File: config.mk
export PLATFORM = sky130hd
export DESIGN_NAME = wb_stream_writer
export DESIGN_NICKNAME = d
export VERILOG_FILES = /design/src/rtl/wb_stream_writer.sv
export SDC_FILE = /design/constraint.sdc
export NUM_CORES = 2
export LEC_CHECK = 0
export CAP_MARGIN = 30
export CORE_MARGIN = 3
export CORE_UTILIZATION = 30
export DETAILED_ROUTE_END_ITERATION = 10
export PLACE_DENSITY = 0.51
export SLEW_MARGIN = 10
export SYNTH_ARGS = -nofsm -noshare
export SYNTH_HDL_FRONTEND = slang
export SYNTH_SLANG_ARGS = --single-unit
File: constraint.sdc
create_clock -name wb_clk_i -period 7.5 [get_ports wb_clk_i]
set_input_delay 1.5 -clock wb_clk_i [delete_from_list [all_inputs] [get_ports wb_clk_i]]
set_output_delay 1.5 -clock wb_clk_i [all_outputs]
set_load 0.1 [all_outputs]
File: src/rtl/wb_stream_writer.sv
// wb_stream_writer: Wishbone master DMA that reads a memory buffer in
// incrementing bursts, buffers the words in a FIFO and emits them on a
// 32-bit valid/ready stream. Configured through a small Wishbone slave.
module wb_stream_writer #(
  parameter int WB_DW       = 32,
  parameter int WB_AW       = 32,
  parameter int FIFO_AW     = 7,
  parameter int MAX_BURST_W = 8
) (
  input  logic             wb_clk_i,
  input  logic             wb_rst_n_i,
  output logic [WB_AW-1:0] wbm_adr_o,
  output logic [WB_DW-1:0] wbm_dat_o,
  output logic [3:0]       wbm_sel_o,
  output logic             wbm_we_o,
  output logic             wbm_cyc_o,
  output logic             wbm_stb_o,
  output logic [2:0]       wbm_cti_o,
  output logic [1:0]       wbm_bte_o,
  input  logic [WB_DW-1:0] wbm_dat_i,
  input  logic             wbm_ack_i,
  input  logic             wbm_err_i,
  output logic [WB_DW-1:0] stream_m_data_o,
  output logic             stream_m_valid_o,
  input  logic             stream_m_ready_i,
  output logic             irq_o,
  input  logic [4:0]       wbs_adr_i,
  input  logic [31:0]      wbs_dat_i,
  input  logic [3:0]       wbs_sel_i,
  input  logic             wbs_we_i,
  input  logic             wbs_cyc_i,
  input  logic             wbs_stb_i,
  output logic [31:0]      wbs_dat_o,
  output logic             wbs_ack_o
);

  localparam int DEPTH = 1 << FIFO_AW;
  localparam logic [FIFO_AW:0] DEPTH_C = (FIFO_AW+1)'(DEPTH);
  localparam logic [2:0] CTI_CLASSIC = 3'b000;
  localparam logic [2:0] CTI_INC     = 3'b010;
  localparam logic [2:0] CTI_EOB     = 3'b111;

  typedef enum logic [1:0] {
    ST_IDLE  = 2'd0,
    ST_WAIT  = 2'd1,
    ST_BURST = 2'd2,
    ST_DRAIN = 2'd3
  } state_t;

  // Byte-lane merge for register writes.
  function automatic logic [31:0] merge_sel(input logic [31:0] old_v,
                                            input logic [31:0] new_v,
                                            input logic [3:0]  sel);
    logic [31:0] res;
    for (int i = 0; i < 4; i++) begin
      res[8*i +: 8] = sel[i] ? new_v[8*i +: 8] : old_v[8*i +: 8];
    end
    return res;
  endfunction

  state_t                 state_r, state_nxt_s;
  logic                   wbs_ack_r;
  logic [31:0]            wbs_dat_r, rd_mux_s;
  logic                   done_r, err_r, irq_r;
  logic [31:0]            start_adr_r, buf_size_r;
  logic [MAX_BURST_W-1:0] burst_size_r, burst_lat_r, beats_r;
  logic [WB_AW-1:0]       adr_r;
  logic [31:0]            remaining_r;
  logic                   cyc_r;
  logic [2:0]             cti_r;
  logic [WB_DW-1:0]       fifo_mem_r [DEPTH];
  logic [FIFO_AW-1:0]     wr_ptr_r, rd_ptr_r;
  logic [FIFO_AW:0]       fifo_cnt_r, free_s;
  logic [WB_DW-1:0]       out_data_r;
  logic                   out_valid_r;

  logic                   slv_acc_s, slv_wr_s, start_req_s;
  logic [1:0]             clr_s;
  logic [MAX_BURST_W-1:0] bsz_eff_s, blen_s;
  logic                   latch_s, launch_s, beat_s, last_beat_s, bus_err_s, set_done_s;
  logic                   pop_s;
  logic                   done_nxt_s, err_nxt_s;

  assign slv_acc_s   = wbs_cyc_i & wbs_stb_i & ~wbs_ack_r;
  assign slv_wr_s    = slv_acc_s & wbs_we_i;
  assign start_req_s = slv_wr_s && (wbs_adr_i == 5'h00) && wbs_sel_i[0] && wbs_dat_i[0];
  assign clr_s       = (slv_wr_s && (wbs_adr_i == 5'h04) && wbs_sel_i[0]) ? wbs_dat_i[1:0] : 2'b00;

  // A zero burst size behaves as single-word bursts; the tail burst is clipped.
  assign bsz_eff_s = (burst_lat_r == '0) ? MAX_BURST_W'(1'b1) : burst_lat_r;
  assign blen_s    = (remaining_r < 32'(bsz_eff_s)) ? remaining_r[MAX_BURST_W-1:0] : bsz_eff_s;
  assign free_s    = DEPTH_C - fifo_cnt_r;
  assign pop_s     = (fifo_cnt_r != '0) && (!out_valid_r || stream_m_ready_i);

  assign done_nxt_s = set_done_s | (done_r & ~clr_s[0]);
  assign err_nxt_s  = bus_err_s  | (err_r  & ~clr_s[1]);

  // Register readback multiplexer.
  always_comb begin
    rd_mux_s = 32'd0;
    case (wbs_adr_i)
      5'h00:   rd_mux_s = {31'd0, (state_r != ST_IDLE)};
      5'h04:   rd_mux_s = {30'd0, err_r, done_r};
      5'h08:   rd_mux_s = start_adr_r;
      5'h0C:   rd_mux_s = buf_size_r;
      5'h10:   rd_mux_s = 32'(burst_size_r);
      default: rd_mux_s = 32'd0;
    endcase
  end

  // Slave handshake, configuration registers and sticky status.
  always_ff @(posedge wb_clk_i or negedge wb_rst_n_i) begin
    if (!wb_rst_n_i) begin
      wbs_ack_r    <= 1'b0;
      wbs_dat_r    <= 32'd0;
      start_adr_r  <= 32'd0;
      buf_size_r   <= 32'd0;
      burst_size_r <= '0;
      done_r       <= 1'b0;
      err_r        <= 1'b0;
      irq_r        <= 1'b0;
    end else begin
      wbs_ack_r <= slv_acc_s;
      if (slv_acc_s) begin
        wbs_dat_r <= rd_mux_s;
      end
      if (slv_wr_s) begin
        case (wbs_adr_i)
          5'h08:   start_adr_r  <= merge_sel(start_adr_r, wbs_dat_i, wbs_sel_i) & 32'hFFFF_FFFC;
          5'h0C:   buf_size_r   <= merge_sel(buf_size_r, wbs_dat_i, wbs_sel_i);
          5'h10:   burst_size_r <= MAX_BURST_W'(merge_sel(32'(burst_size_r), wbs_dat_i, wbs_sel_i));
          default: ;
        endcase
      end
      // New events take priority over a simultaneous write-1-to-clear.
      done_r <= done_nxt_s;
      err_r  <= err_nxt_s;
      irq_r  <= done_nxt_s | err_nxt_s;
    end
  end

  // Master FSM state register.
  always_ff @(posedge wb_clk_i or negedge wb_rst_n_i) begin
    if (!wb_rst_n_i) begin
      state_r <= ST_IDLE;
    end else begin
      state_r <= state_nxt_s;
    end
  end

  // Master FSM next-state and control strobes.
  always_comb begin
    state_nxt_s = state_r;
    latch_s     = 1'b0;
    launch_s    = 1'b0;
    beat_s      = 1'b0;
    last_beat_s = 1'b0;
    bus_err_s   = 1'b0;
    set_done_s  = 1'b0;
    case (state_r)
      ST_IDLE: begin
        if (start_req_s) begin
          if (buf_size_r != 32'd0) begin
            latch_s     = 1'b1;
            state_nxt_s = ST_WAIT;
          end else begin
            set_done_s  = 1'b1;
          end
        end else begin
          state_nxt_s = ST_IDLE;
        end
      end
      ST_WAIT: begin
        if (remaining_r == 32'd0) begin
          state_nxt_s = ST_DRAIN;
        end else if (32'(free_s) >= 32'(blen_s)) begin
          launch_s    = 1'b1;
          state_nxt_s = ST_BURST;
        end else begin
          state_nxt_s = ST_WAIT;
        end
      end
      ST_BURST: begin
        if (wbm_err_i) begin
          bus_err_s   = 1'b1;
          state_nxt_s = ST_IDLE;
        end else if (wbm_ack_i) begin
          beat_s = 1'b1;
          if (beats_r == MAX_BURST_W'(1'b1)) begin
            last_beat_s = 1'b1;
            state_nxt_s = ST_WAIT;
          end else begin
            state_nxt_s = ST_BURST;
          end
        end else begin
          state_nxt_s = ST_BURST;
        end
      end
      ST_DRAIN: begin
        if ((fifo_cnt_r == '0) && !out_valid_r) begin
          set_done_s  = 1'b1;
          state_nxt_s = ST_IDLE;
        end else begin
          state_nxt_s = ST_DRAIN;
        end
      end
      default: state_nxt_s = ST_IDLE;
    endcase
  end

  // Master datapath: address, word counters and registered bus controls.
  always_ff @(posedge wb_clk_i or negedge wb_rst_n_i) begin
    if (!wb_rst_n_i) begin
      adr_r       <= '0;
      remaining_r <= 32'd0;
      burst_lat_r <= '0;
      beats_r     <= '0;
      cyc_r       <= 1'b0;
      cti_r       <= CTI_CLASSIC;
    end else if (latch_s) begin
      adr_r       <= start_adr_r[WB_AW-1:0];
      remaining_r <= buf_size_r;
      burst_lat_r <= burst_size_r;
    end else if (launch_s) begin
      cyc_r   <= 1'b1;
      beats_r <= blen_s;
      cti_r   <= (blen_s == MAX_BURST_W'(1'b1)) ? CTI_EOB : CTI_INC;
    end else if (bus_err_s) begin
      cyc_r <= 1'b0;
      cti_r <= CTI_CLASSIC;
    end else if (beat_s) begin
      adr_r       <= adr_r + WB_AW'(32'd4);
      remaining_r <= remaining_r - 32'd1;
      beats_r     <= beats_r - MAX_BURST_W'(1'b1);
      if (last_beat_s) begin
        cyc_r <= 1'b0;
        cti_r <= CTI_CLASSIC;
      end else if (beats_r == MAX_BURST_W'(2'd2)) begin
        cti_r <= CTI_EOB;
      end
    end
  end

  // FIFO storage; contents need no reset since occupancy gates every read.
  always_ff @(posedge wb_clk_i) begin
    if (beat_s) begin
      fifo_mem_r[wr_ptr_r] <= wbm_dat_i;
    end
  end

  // FIFO pointers/occupancy and the stream output register; error flushes all.
  always_ff @(posedge wb_clk_i or negedge wb_rst_n_i) begin
    if (!wb_rst_n_i) begin
      wr_ptr_r    <= '0;
      rd_ptr_r    <= '0;
      fifo_cnt_r  <= '0;
      out_data_r  <= '0;
      out_valid_r <= 1'b0;
    end else if (bus_err_s) begin
      wr_ptr_r    <= '0;
      rd_ptr_r    <= '0;
      fifo_cnt_r  <= '0;
      out_valid_r <= 1'b0;
    end else begin
      if (beat_s) begin
        wr_ptr_r <= wr_ptr_r + FIFO_AW'(1'b1);
      end
      if (pop_s) begin
        rd_ptr_r    <= rd_ptr_r + FIFO_AW'(1'b1);
        out_data_r  <= fifo_mem_r[rd_ptr_r];
        out_valid_r <= 1'b1;
      end else if (stream_m_ready_i) begin
        out_valid_r <= 1'b0;
      end
      if (beat_s && !pop_s) begin
        fifo_cnt_r <= fifo_cnt_r + (FIFO_AW+1)'(1'b1);
      end else if (!beat_s && pop_s) begin
        fifo_cnt_r <= fifo_cnt_r - (FIFO_AW+1)'(1'b1);
      end
    end
  end

  assign wbm_adr_o        = adr_r;
  assign wbm_dat_o        = '0;
  assign wbm_sel_o        = 4'hF;
  assign wbm_we_o         = 1'b0;
  assign wbm_cyc_o        = cyc_r;
  assign wbm_stb_o        = cyc_r;
  assign wbm_cti_o        = cti_r;
  assign wbm_bte_o        = 2'b00;
  assign stream_m_data_o  = out_data_r;
  assign stream_m_valid_o = out_valid_r;
  assign irq_o            = irq_r;
  assign wbs_dat_o        = wbs_dat_r;
  assign wbs_ack_o        = wbs_ack_r;

endmodule

==> flow_summary.json <==
{
  "outcome": "finished clean",
  "ys_ff_latch": 4340,
  "max_stage_delay_ns": 0.59,
  "grt_overflow_total": 0,
  "synth_area_um2": 167500,
  "vias": 86710,
  "top_layer": "met5",
  "postSynthCellCount": 7972,
  "synthArstFlopShare_pct": 5.622,
  "grt_usage_pct": 17.83,
  "synth-edff-count": 4096,
  "place_area_um2": 181100,
  "drive_gt1_share_pct": 25.49,
  "regArea_um2": 129100,
  "first_pass_iters": 8,
  "post_cts_resized": 0,
  "combPwrFrac_pct": 26.1,
  "yosysSeqAreaShare_pct": 77.07,
  "required_ns": 8.38,
  "swShare_pct": 30.97,
  "wl_met2_um": 245000,
  "cap_violations": 0,
  "grt_max_degree": 149,
  "cts.path.max_buffers": 4,
  "p_int_mw": 46.19,
  "setup_viol": 0,
  "path_common_cell": "a31oi_1",
  "fmax_mhz": 176.3,
  "wl_met3_um": 40030,
  "fin_skew_ns": 0.1251,
  "critical_path_arrival_ns": 6.55,
  "vdd_drop_max_v": 0.0002752,
  "final_hold_viol_count": 0,
  "worst_pin_slew_ns": 1.232,
  "fin_crit_sh_pct": 75.63,
  "start_kind": "flop",
  "power_frac_seq_pct": 40.5,
  "cp_max_fo": 25,
  "viasPerCell": 5.311,
  "cts_num_sinks": 4340,
  "cts_buffers": 445,
  "routed_wl_um": 519700,
  "die_y_um": 753.3,
  "crit_slowest_cell": "o21a_1",
  "clk_latency_ns": 1.06,
  "cp_cell_sequence": "or3_4 -> or4_4 -> nand3b_4 -> or4b_4 -> nor2_8 -> mux2_2 -> inv_1 -> ha_1 -> a211oi_1 -> nand2_1 -> a31oi_1 -> o21a_1 -> nor3_2 -> buf_4 -> or4_1 -> a31oi_1",
  "fill_cells": 51100,
  "drc_errors": 0,
  "yosys_most_used_dff": "edfxtp_1",
  "postLayoutCellArea_um2": 196000,
  "die_area_um2": 567400,
  "wl_per_cell_um": 31.83,
  "nets": 8623,
  "die_width_um": 753.3,
  "grt_pass1_vias": 86470,
  "slew_viol_final": 0,
  "p_leak_nw": 61.49,
  "min_period_ns": 5.672,
  "clkPwrFrac_pct": 33.3,
  "synth_warnings": 0,
  "p_sw_mw": 20.73,
  "core_um2": 554700,
  "multi_input_area_um2": 37380,
  "numPortBuffers": 182,
  "clkTransAtPathRegs_ns": 0.06,
  "crit_buf_inv": 2,
  "worstSetupPathType": "flop to flop",
  "grt_antenna_before_repair": 54,
  "finalSetupTns_ns": 0,
  "setup.worst_path.end_class": "flop",
  "ios": 224,
  "start_util_pct": 30.20,
  "rsz0062_at_grt": "false",
  "cts_tree": "yes",
  "cts_hold_buf": 0,
  "wl_met1_um": 218300,
  "slew_headroom_pct": 17.86,
  "htreeDepth": 5,
  "drtIter0Drc": 10990,
  "synth_area_per_cell_um2": 21.01,
  "hold_path_class": "flop to flop",
  "antenna_left": 0,
  "area_growth_pct": 16.98,
  "powerDensity_nw_per_um2": 341.5,
  "rows": 273,
  "post_cts_buffers": 0,
  "cts_root_buffer": "clkbuf_16",
  "gp_congestion": 0.8467,
  "crit_family": "simple AND/OR/NAND/NOR gates",
  "dp_hpwl_um": 316700,
  "synth_cell_type_count": 76,
  "grt_pass1_wl_um": 720100
}
-- path summary, 6_finish.rpt --
path,start,to,slack [ns],depth (start not counted)
max,remaining_r[14],remaining_r[23],1.83,16
max reg2reg,remaining_r[14],remaining_r[23],1.83,16
max in group asynchronous,wb_rst_n_i,rd_ptr_r[1],5.31,2
min in group asynchronous,wb_rst_n_i,irq_o,0.56,1
min reg2reg,wbs_dat_o[18],wbs_dat_o[18],0.48,2
min,wbs_dat_o[18],wbs_dat_o[18],0.48,2
-- cell families after synthesis --
group	Yosys count	synth area share, %
muxes	1280	14.81
buffers and inverters	533	1.368
AOI/OAI and AO/OA	1023	4.247
and+or+nand+nor	723	2.053
adders and majority gates	34	0.2584
other	2	0.004483
xor gates and xnor gates	37	0.1934
DFF	4340	77.07
-- layer usage --
| metal | up-vias | global-route usage (%) |
|---|---|---|
| met2 | 3786 | 28.62 |
| met3 | 694 | 3.122 |
| met5 | - | 0 |
| met1 | 47510 | 25.01 |
| met4 | 30 | 4.919 |
| li1 | 34690 | - |
-- Yosys cell counts (41+ instances only) --
cell         n  area, um2
o221ai_1    60      525.5
o22ai_1     67      419.2
nor2_1     232      870.8
mux2i_1    253       2532
nand3_1     54      270.3
mux2_2      76      855.8
buf_2      103      515.5
edfxtp_1  4096     123000
nor3_1      49      245.2
a21oi_1    154      770.7
mux4_2     951      21420
nand2_1    203      762.0
a211oi_1    80      600.6
o21ai_0    148      740.7
a22o_1      67      586.8
buf_4       43      322.8
dfrtp_1    244       6106
buf_1       56      210.2
o31ai_1     41      307.8
clkbuf_1   296       1111
a221oi_1    78      683.2
a22oi_1    215       1614
a31oi_1     45      281.5
-- area by class of cell --
| class | instances | area share [%] |
|---|---|---|
| Tap cell | 7425 | 4.741 |
| Antenna cell | 12 | 0.01532 |
| Multi-Input combinational cell | 3138 | 19.08 |
| Inverter | 35 | 0.06960 |
| Timing Repair Buffer | 548 | 2.736 |
| Clock inverter | 279 | 1.501 |
| Clock buffer | 550 | 5.967 |
| Sequential cell | 4340 | 65.89 |
-- placed cells by master (no fill, tap or decap), drive strengths merged, types with 17 or more instances in the layout --
master | synthesis | final
and3 | 17 | 17
o31ai | 41 | 41
edfxtp | 4096 | 4096
clkinv | 0 | 201
a22o | 67 | 67
a31oi | 45 | 45
a211oi | 80 | 80
mux4 | 951 | 951
nor2 | 233 | 233
mux2 | 76 | 76
nor4 | 23 | 23
a22oi | 215 | 215
nand3 | 54 | 54
o221ai | 60 | 60
xnor2 | 18 | 18
bufinv | 0 | 52
conb | 2 | 41
a221oi | 78 | 78
nor2b | 17 | 17
a21oi | 154 | 154
clkbuf | 296 | 552
dfrtp | 244 | 244
nand4 | 20 | 20
o22ai | 67 | 67
ha | 33 | 33
or4 | 29 | 29
xor2 | 19 | 19
inv | 35 | 48
o21ai | 150 | 150
nand2 | 203 | 203
o211ai | 17 | 17
clkdlybuf4s50 | 0 | 137
buf | 202 | 409
mux2i | 253 | 253
nor3 | 49 | 49
or3 | 27 | 27
-- stage by stage --
stage / power [mW] / worst slack [ns] / instances / utilization [%] / hold slack, ns
after floorplan: 37.93 / 1.479 / 8011 / - / 0.4506
after global placement: 45.15 / 1.840 / 15430 / 32.52 / 0.4661
after detailed placement: 45.24 / 1.887 / 15470 / 32.64 / 0.4746
after CTS: 67.53 / 1.929 / 16300 / 35.28 / 0.4870
after global routing: 69.07 / 1.561 / 16320 / 35.32 / 0.5077
final: 66.92 / 1.828 / 16330 / 35.33 / 0.4828
-- tightest hold or removal path, stage by stage (launching register included) --
cell and delay, ns:
dfrtp_1 0.34, nand2_1 0.04, o21ai_0 0.06
-- flip-flops by register name (all words and copies together), names as in the netlist, 2 cells and up --
| name | count |
|---|---|
| beats_r | 8 |
| buf_size_r | 32 |
| burst_lat_r | 8 |
| burst_size_r | 8 |
| fifo_cnt_r | 8 |
| fifo_mem_r | 4096 |
| rd_ptr_r | 7 |
| remaining_r | 32 |
| start_adr_r | 30 |
| state_r | 2 |
| stream_m_data_o | 32 |
| wbm_adr_o | 30 |
| wbm_cti_o | 2 |
| wbs_dat_o | 32 |
| wr_ptr_r | 7 |
-- power by group through the flow --
stage / sequential, mW / clock, mW / combinational (mW)
after floorplan: 27.9 / 0 / 10.1
after global placement: 27.7 / 0 / 17.5
after detailed placement: 27.7 / 0 / 17.6
after CTS: 27.1 / 22.7 / 17.6
after global routing: 27.1 / 23.7 / 18.3
final: 27.1 / 22.3 / 17.5
(Power assumes the default switching activity.)
